### config.mk
export PLATFORM = sky130hd
export DESIGN_NAME = alu_op_sequencer
export DESIGN_NICKNAME = d
export VERILOG_FILES = /design/src/rtl/alu_op_sequencer.sv
export SDC_FILE = /design/constraint.sdc
export NUM_CORES = 1
export LEC_CHECK = 0
export ABC_AREA = 1
export CAP_MARGIN = 25
export CORE_MARGIN = 2
export CORE_UTILIZATION = 40
export DETAILED_ROUTE_END_ITERATION = 16
export DONT_BUFFER_PORTS = 1
export HOLD_SLACK_MARGIN = 0.1
export PLACE_DENSITY = 0.64
export SYNTH_ARGS = -nofsm -noshare
export SYNTH_HDL_FRONTEND = slang
export SYNTH_SLANG_ARGS = --single-unit
export TNS_END_PERCENT = 30
### constraint.sdc
create_clock -name clock -period 2.9 [get_ports clock]
set_clock_uncertainty 0.05 [all_clocks]
set_input_delay 0.87 -clock clock [delete_from_list [all_inputs] [get_ports clock]]
set_output_delay 0.87 -clock clock [all_outputs]
set_load 0.05 [all_outputs]
### src/rtl/alu_op_sequencer.sv
// ---------------------------------------------------------------------------
// alu_op_sequencer
//
// Hardwired control-step sequencer for one register-register ALU instruction.
// Fetch runs T0..T2 (with a memory wait in T1); execute runs T3..T5, plus T6
// for the MUL/DIV opcodes, which write the 64-bit result back as LO then HI.
//
// Ports
//   clock      : system clock, all state changes on the rising edge
//   clear      : asynchronous active-high reset, forces IDLE immediately
//   start      : run one instruction; looked at only while in IDLE
//   mem_ready  : memory read data valid; looked at only while in T1
//   ir         : current instruction register contents
//   Rin/Rout   : one-hot register load / bus-drive enables
//   PCout..HIin: single-bit datapath strobes
//   opcode     : ALU operation select, nonzero only in T4
//   busy       : high in every state except IDLE
//   done       : one-cycle pulse in the cycle after the last execute step
//   state_dbg  : current FSM state (IDLE=0, T0=1 .. T6=7)
//
// Handshake: start is a request sampled on a rising edge while IDLE; it is
// dropped (not queued) while busy. done is the matching completion pulse
// and coincides with IDLE, so a start held during done chains the next
// instruction with no gap cycle.
// ---------------------------------------------------------------------------
module alu_op_sequencer #(
    parameter int              NUM_REGS = 16,
    parameter int              IR_W     = 32,
    parameter int              OP_W     = 5,
    parameter int              RIDX_W   = 4,
    parameter logic [OP_W-1:0] MUL_OP   = 5'b01111,
    parameter logic [OP_W-1:0] DIV_OP   = 5'b10000
) (
    input  logic                clock,
    input  logic                clear,
    input  logic                start,
    input  logic                mem_ready,
    input  logic [IR_W-1:0]     ir,
    output logic [NUM_REGS-1:0] Rin,
    output logic [NUM_REGS-1:0] Rout,
    output logic                PCout,
    output logic                PCin,
    output logic                incPC,
    output logic                MARin,
    output logic                MDRin,
    output logic                MDRout,
    output logic                read,
    output logic                IRin,
    output logic                Yin,
    output logic                Zin,
    output logic                ZLowOut,
    output logic                ZHighOut,
    output logic                LOin,
    output logic                HIin,
    output logic [OP_W-1:0]     opcode,
    output logic                busy,
    output logic                done,
    output logic [2:0]          state_dbg
);

    typedef enum logic [2:0] {
        IDLE = 3'd0,
        T0   = 3'd1,
        T1   = 3'd2,
        T2   = 3'd3,
        T3   = 3'd4,
        T4   = 3'd5,
        T5   = 3'd6,
        T6   = 3'd7
    } state_t;

    localparam int RA_MSB = IR_W - OP_W - 1;

    state_t state;
    state_t state_next;

    logic [OP_W-1:0]   op;
    logic [RIDX_W-1:0] ra;
    logic [RIDX_W-1:0] rb;
    logic [RIDX_W-1:0] rc;
    logic              hilo;
    logic              unused_ir_bits;

    assign op   = ir[IR_W-1 -: OP_W];
    assign ra   = ir[RA_MSB -: RIDX_W];
    assign rb   = ir[RA_MSB - RIDX_W -: RIDX_W];
    assign rc   = ir[RA_MSB - 2*RIDX_W -: RIDX_W];
    assign hilo = (op == MUL_OP) || (op == DIV_OP);

    // Bits below the rc field carry no meaning for this sequencer.
    assign unused_ir_bits = ^ir;

    // Index to one-hot; an index at or above NUM_REGS selects nothing.
    function automatic logic [NUM_REGS-1:0] reg_onehot(input logic [RIDX_W-1:0] idx);
        logic [NUM_REGS-1:0] v;
        v = '0;
        for (int i = 0; i < NUM_REGS; i++) begin
            if (int'(idx) == i) v[i] = 1'b1;
        end
        return v;
    endfunction

    always_ff @(posedge clock or posedge clear) begin
        if (clear) begin
            state <= IDLE;
            done  <= 1'b0;
        end else begin
            state <= state_next;
            done  <= ((state == T5) && !hilo) || (state == T6);
        end
    end

    always_comb begin
        state_next = state;
        Rin        = '0;
        Rout       = '0;
        PCout      = 1'b0;
        PCin       = 1'b0;
        incPC      = 1'b0;
        MARin      = 1'b0;
        MDRin      = 1'b0;
        MDRout     = 1'b0;
        read       = 1'b0;
        IRin       = 1'b0;
        Yin        = 1'b0;
        Zin        = 1'b0;
        ZLowOut    = 1'b0;
        ZHighOut   = 1'b0;
        LOin       = 1'b0;
        HIin       = 1'b0;
        opcode     = '0;
        case (state)
            IDLE: begin
                if (start) state_next = T0;
            end
            T0: begin
                PCout      = 1'b1;
                MARin      = 1'b1;
                incPC      = 1'b1;
                Zin        = 1'b1;
                state_next = T1;
            end
            T1: begin
                // Held for every cycle spent waiting on memory.
                ZLowOut = 1'b1;
                PCin    = 1'b1;
                read    = 1'b1;
                MDRin   = 1'b1;
                if (mem_ready) state_next = T2;
            end
            T2: begin
                MDRout     = 1'b1;
                IRin       = 1'b1;
                state_next = T3;
            end
            T3: begin
                Yin        = 1'b1;
                Rout       = hilo ? reg_onehot(ra) : reg_onehot(rb);
                state_next = T4;
            end
            T4: begin
                Zin        = 1'b1;
                opcode     = op;
                Rout       = hilo ? reg_onehot(rb) : reg_onehot(rc);
                state_next = T5;
            end
            T5: begin
                ZLowOut = 1'b1;
                if (hilo) begin
                    LOin       = 1'b1;
                    state_next = T6;
                end else begin
                    Rin        = reg_onehot(ra);
                    state_next = IDLE;
                end
            end
            T6: begin
                ZHighOut   = 1'b1;
                HIin       = 1'b1;
                state_next = IDLE;
            end
            default: state_next = IDLE;
        endcase
    end

    assign busy      = (state != IDLE);
    assign state_dbg = state;

endmodule

# --- After elaboration in Yosys (flattened, before gate mapping) ---
# Index checks and enable logic that the tools add are counted.
word_totals:
  register_bits: 4
  output_inout_bits: 56
  elab_cells: 137
op_classes:
  eq_ne: 56
  mux: 67
  n_reduce_logical: 12
op_table:
  columns: ["operator", "count"]
  rows:
  - ["$eq A4 B4 Y1 const B", 24]
  - ["$mux W16", 4]
  - ["$mux W1", 57]
  - ["$eq A4 B3 Y1 const B", 12]
  - ["$pmux W16 S2", 1]
  - ["$eq A4 B2 Y1 const B", 6]
  - ["$pmux W3 S8", 1]
  - ["$eq A3 B3 Y1 const B", 4]
  - ["$eq A4 B1 Y1 const B", 3]
  - ["$logic_not A4 Y1", 3]
  - ["$mux W3", 3]
  - ["$eq A3 B2 Y1 const B", 2]
  - ["$eq A5 B4 Y1 const B", 1]
  - ["$eq A5 B5 Y1 const B", 1]
  - ["$mux W5", 1]
  - ["$ne A2 B2 Y1 const B", 2]
  - ["$reduce_or A2 Y1", 2]
  - ["$eq A3 B1 Y1 const B", 1]
  - ["$logic_not A3 Y1", 1]
  - ["$reduce_bool A3 Y1", 1]
  - ["$logic_or A1 B1 Y1", 2]
  - ["$reduce_and A2 Y1", 1]
  - ["$logic_and A1 B1 Y1", 1]
  - ["$logic_not A1 Y1", 1]

# --- Depth between registers and ports, before layout ---
logic_depth:
  ltp_word: 5
  ltp_mapped: 8
  depth_no_buf: 7

# --- Least setup slack after synthesis ---
# No wires, ideal clock.
synth_path:
  path_type: "register to output"
  from: "register state[1] (netlist: state_dbg[1])"
  to: "output port Rin[0]"
  arrival_time_ns: 2.061
  required_ns: 1.980
  path_slack_ns: -0.081
  stages_incl_launch_ff: 7
  path_buffers: 0
  path_cell_list: "dfrtp_1 -> inv_2 -> nor2_4 -> inv_2 -> nor2_4 -> nand3_4 -> nor2_1"
synth_between:
  elab_chain_cells: 2
synth_lines:
  columns: ["element", "line", "text"]
  rows:
  - ["start, declared", "74", "state_t state;"]
  - ["start signal, assigned", "108", "state <= state_next;"]
  - ["$eq A3 B3 Y1", "132", "case (state)"]
  - ["$mux W16", "132", null]
  - ["end, declared", "39", "output logic [NUM_REGS-1:0] Rin,"]
# No other way between the ends.

# --- Worst setup path after layout ---
layout_path:
  from: "input port ir[29]"
  to: "output port Rout[4]"
layout_between:
  elab_chain_cells: 4
  word_cells_on_any_way: 6
  classes_between: "eq/ne (2); mux (3); reduce/logical (1)"
layout_lines:
  columns: ["element", "line", "text"]
  rows:
  - ["start, declared", "38", "input logic [IR_W-1:0] ir,"]
  - ["$eq A5 B4 Y1 / $eq A5 B5 Y1 (equally long branches)", "88", "assign hilo = (op == MUL_OP) || (op == DIV_OP);"]
  - ["$logic_or A1 B1 Y1 *", "88", null]
  - ["$mux W16, on equally long branches", "164, 158", null]
  - ["$pmux W16 S2 *", "132", null]
  - ["end, declared", "40", "output logic [NUM_REGS-1:0] Rout,"]
# Mark *: on every way between the ends. The rest lies on a longest branch, timed or not.

==> results_dict.tcl <==
set metrics [dict create \
    status "finished, final reports clean" \
    cap_violations 0 \
    antenna_cells 0 \
    combPwrFrac_pct 80.3 \
    clock-sinks 4 \
    port_buffers 0 \
    h-tree-depth 1 \
    drive_gt1_share_pct 24.69 \
    synth_edf_count 0 \
    clockBufferDepth 2 \
    p_leak_nw 1.145 \
    rsz0062_at_grt "true" \
    fmax_ghz 0.3627 \
    gp_congestion 0.8827 \
    totalPowerFinal_w 0.001228 \
    avgSynthCellArea_um2 5.074 \
    cpMostUsedCell "nand3_1" \
    antenna_left 0 \
    grt_overflow_total 0 \
    peakVddDrop_uv 420.5 \
    yosysWarnings 0 \
    coreArea_um2 3606 \
    fin_crit_ps 2757 \
    cts_resized 0 \
    syn_nets 326 \
    cts_root_buffer "clkbuf_8" \
    dp_hpwl_um 3353 \
    relSlewSlack_pct 68.15 \
    final-setup-viol-count 0 \
    hold_ws_ps 367.5 \
    drc_errors 0 \
    drt_pass1_iterations 4 \
    crit_type "input port to primary output" \
    critPathMaxStageDelay_ps 220 \
    cts_setup_buffers 0 \
    io_pins 92 \
    netSwitchingFraction_pct 65.41 \
    post_drt_via_cell_ratio 4.962 \
    wl_per_cell_um 11.34 \
    end_kind "primary output" \
    finalHoldViolations 0 \
    grt_pass1_wl_um 7176 \
    netlist_area_um2 1471 \
    switchingPower_w 0.0008035 \
    vias 1846 \
    drt_iter0_markers 115 \
    critPathLaunchType "input port" \
    period_share_pct 95.07 \
    numCtsBuffers 3 \
    antenna_found_initial 0 \
    synthTopCellsByCount "nand2_1, nand3_1, nor2_1" \
    clk_pin_slew_ps 30 \
    worstPathCellList "nor2_2 > nand3_4 > buf_6 > nand3_1 > nand3_1 > nand2_1 > buf_12" \
    yosys-top-cells-area "nand2_1, nand3_1, nor2_1, inv_1, dfrtp_1" \
    ys_seq_elements 4 \
    die_area_um2 4180 \
    final_cells 372 \
    syn_to_final_growth_pct 47.79 \
    arrival_ps 1840 \
    ys_seq_area_share_pct 6.803 \
    dpl-instance-area_um2 2130 \
    hp-class "input port to async pin" \
    synth_ff_type "dfrtp_1" \
    pwr-share-clk_pct 9.5 \
    routed_wl_um 4220 \
    cp_slowest_cell "buf_6" \
    die_w_um 64.65 \
    synth.most_common_cell "nand2_1" \
    synth_area_leader_cell "nand2_1" \
    place_inst 369 \
    worst_slew_pin_slew_ps 476.6 \
    cts_hold_buf 0 \
    postLayoutCellArea_um2 2175 \
    start_util_pct 40.80 \
    clock_latency_ps 220 \
    tritoncts "done" \
    internal_power_w 0.0004248 \
    synth_cell_types 21 \
    drv_slew 0 \
    nets 362 \
    yosysTopAreaCellShare_pct 28.06 \
    power_density_nw_per_um2 564.8 \
    cp_max_fo 32 \
    die_h_um 64.65 \
    p_seq_share_pct 10.2 \
    grt_usage_pct 20.90 \
    synth_async_sr_flop_share_pct 100.0 \
    final.setup.tns_ps 0 \
    worst_ep_required_time_ps 1980 \
    first_global_vias 1610 \
    syn_inst 290 \
    grt_max_degree 34 \
    placementRows 22 \
]
-- area by class of cell --
| class | instances | area [um^2] |
|---|---|---|
| well taps | 48 | 60.06 |
| multi-input cells | 235 | 1102 |
| fillers | 347 | 1431 |
| flip-flops and latches | 4 | 100.1 |
| inverters | 33 | 123.9 |
| repair buffers | 49 | 747.0 |
| clock buffers | 3 | 41.29 |
-- flip-flops by register name, summed over array words and instances, names as in the netlist --
signal	count
state_dbg	3
done	1
-- stage by stage --
step           worst slack, ps  utilization (%)
6_report                 142.9            60.31
2_1_floorplan           -81.06                -
5_1_grt                 -4.105            60.31
4_1_cts                  88.85            60.20
3_3_place_gp             95.35            59.06
3_5_place_dp             96.69            59.06
-- power by group through the flow --
stage | clock network (W) | registers (W) | logic, W
after CTS | 0.000118 | 0.000124 | 0.000989
after global placement | 0 | 0.000123 | 0.000977
after floorplan | 0 | 0.000190 | 0.000706
after detailed placement | 0 | 0.000125 | 0.000985
after global routing | 0.000122 | 0.000128 | 0.00104
final | 0.000117 | 0.000125 | 0.000986
-- worst paths after layout --
check | from | to | slack (ps) | cells past startpoint
worst max-delay path | ir[29] | Rout[4] | 140 | 7
worst min-delay path | clear | done | 370 | 1
worst max register to register | state_dbg[0] | state_dbg[0] | 1460 | 4
worst min register to register | state_dbg[2] | done | 620 | 2
max in group asynchronous | clear | state_dbg[0] | 2280 | 1
min in group clock | state_dbg[2] | done | 620 | 2
-- cells in the final DEF, fill, tap and decap left out --
| cell | synthesis | routed |
|---|---|---|
| clkbuf_8 | 0 | 3 |
| nor2_4 | 4 | 5 |
| nor2_1 | 33 | 30 |
| a21oi_1 | 1 | 1 |
| inv_1 | 30 | 30 |
| nand3_4 | 2 | 2 |
| nor3_1 | 1 | 1 |
| nand2_1 | 110 | 110 |
| nand2_8 | 1 | 1 |
| o21ai_0 | 1 | 1 |
| buf_6 | 6 | 1 |
| nor2_2 | 13 | 15 |
| inv_2 | 3 | 3 |
| buf_12 | 0 | 30 |
| nand2_2 | 1 | 1 |
| o22ai_1 | 1 | 1 |
| nand2_4 | 1 | 1 |
| buf_4 | 8 | 18 |
| dfrtp_1 | 4 | 4 |
| o211ai_1 | 1 | 1 |
| nand3_1 | 65 | 65 |
-- routing by layer --
layer,wire [um],vias to the layer above,GRT usage [%]
met2,2044,82,35.16
met4,34,0,4.787
met3,319,4,2.257
li1,-,975,-
met1,1821,785,28.63
met5,0,-,0
-- worst max-delay path: cells and delay by family --
kind / cells / cell delay, ps
buf+inv: 2 / 370
simple gates: 5 / 580
-- cells by family after synthesis --
group / after synthesis / share of synthesized area [%]
AND/OR/NAND/NOR: 231 / 72.45
buffers and inverters: 51 / 19.13
AO/OA/AOI/OAI: 4 / 1.615
flip-flops: 4 / 6.803
No activity file was read; power rests on OpenSTA's default activity.
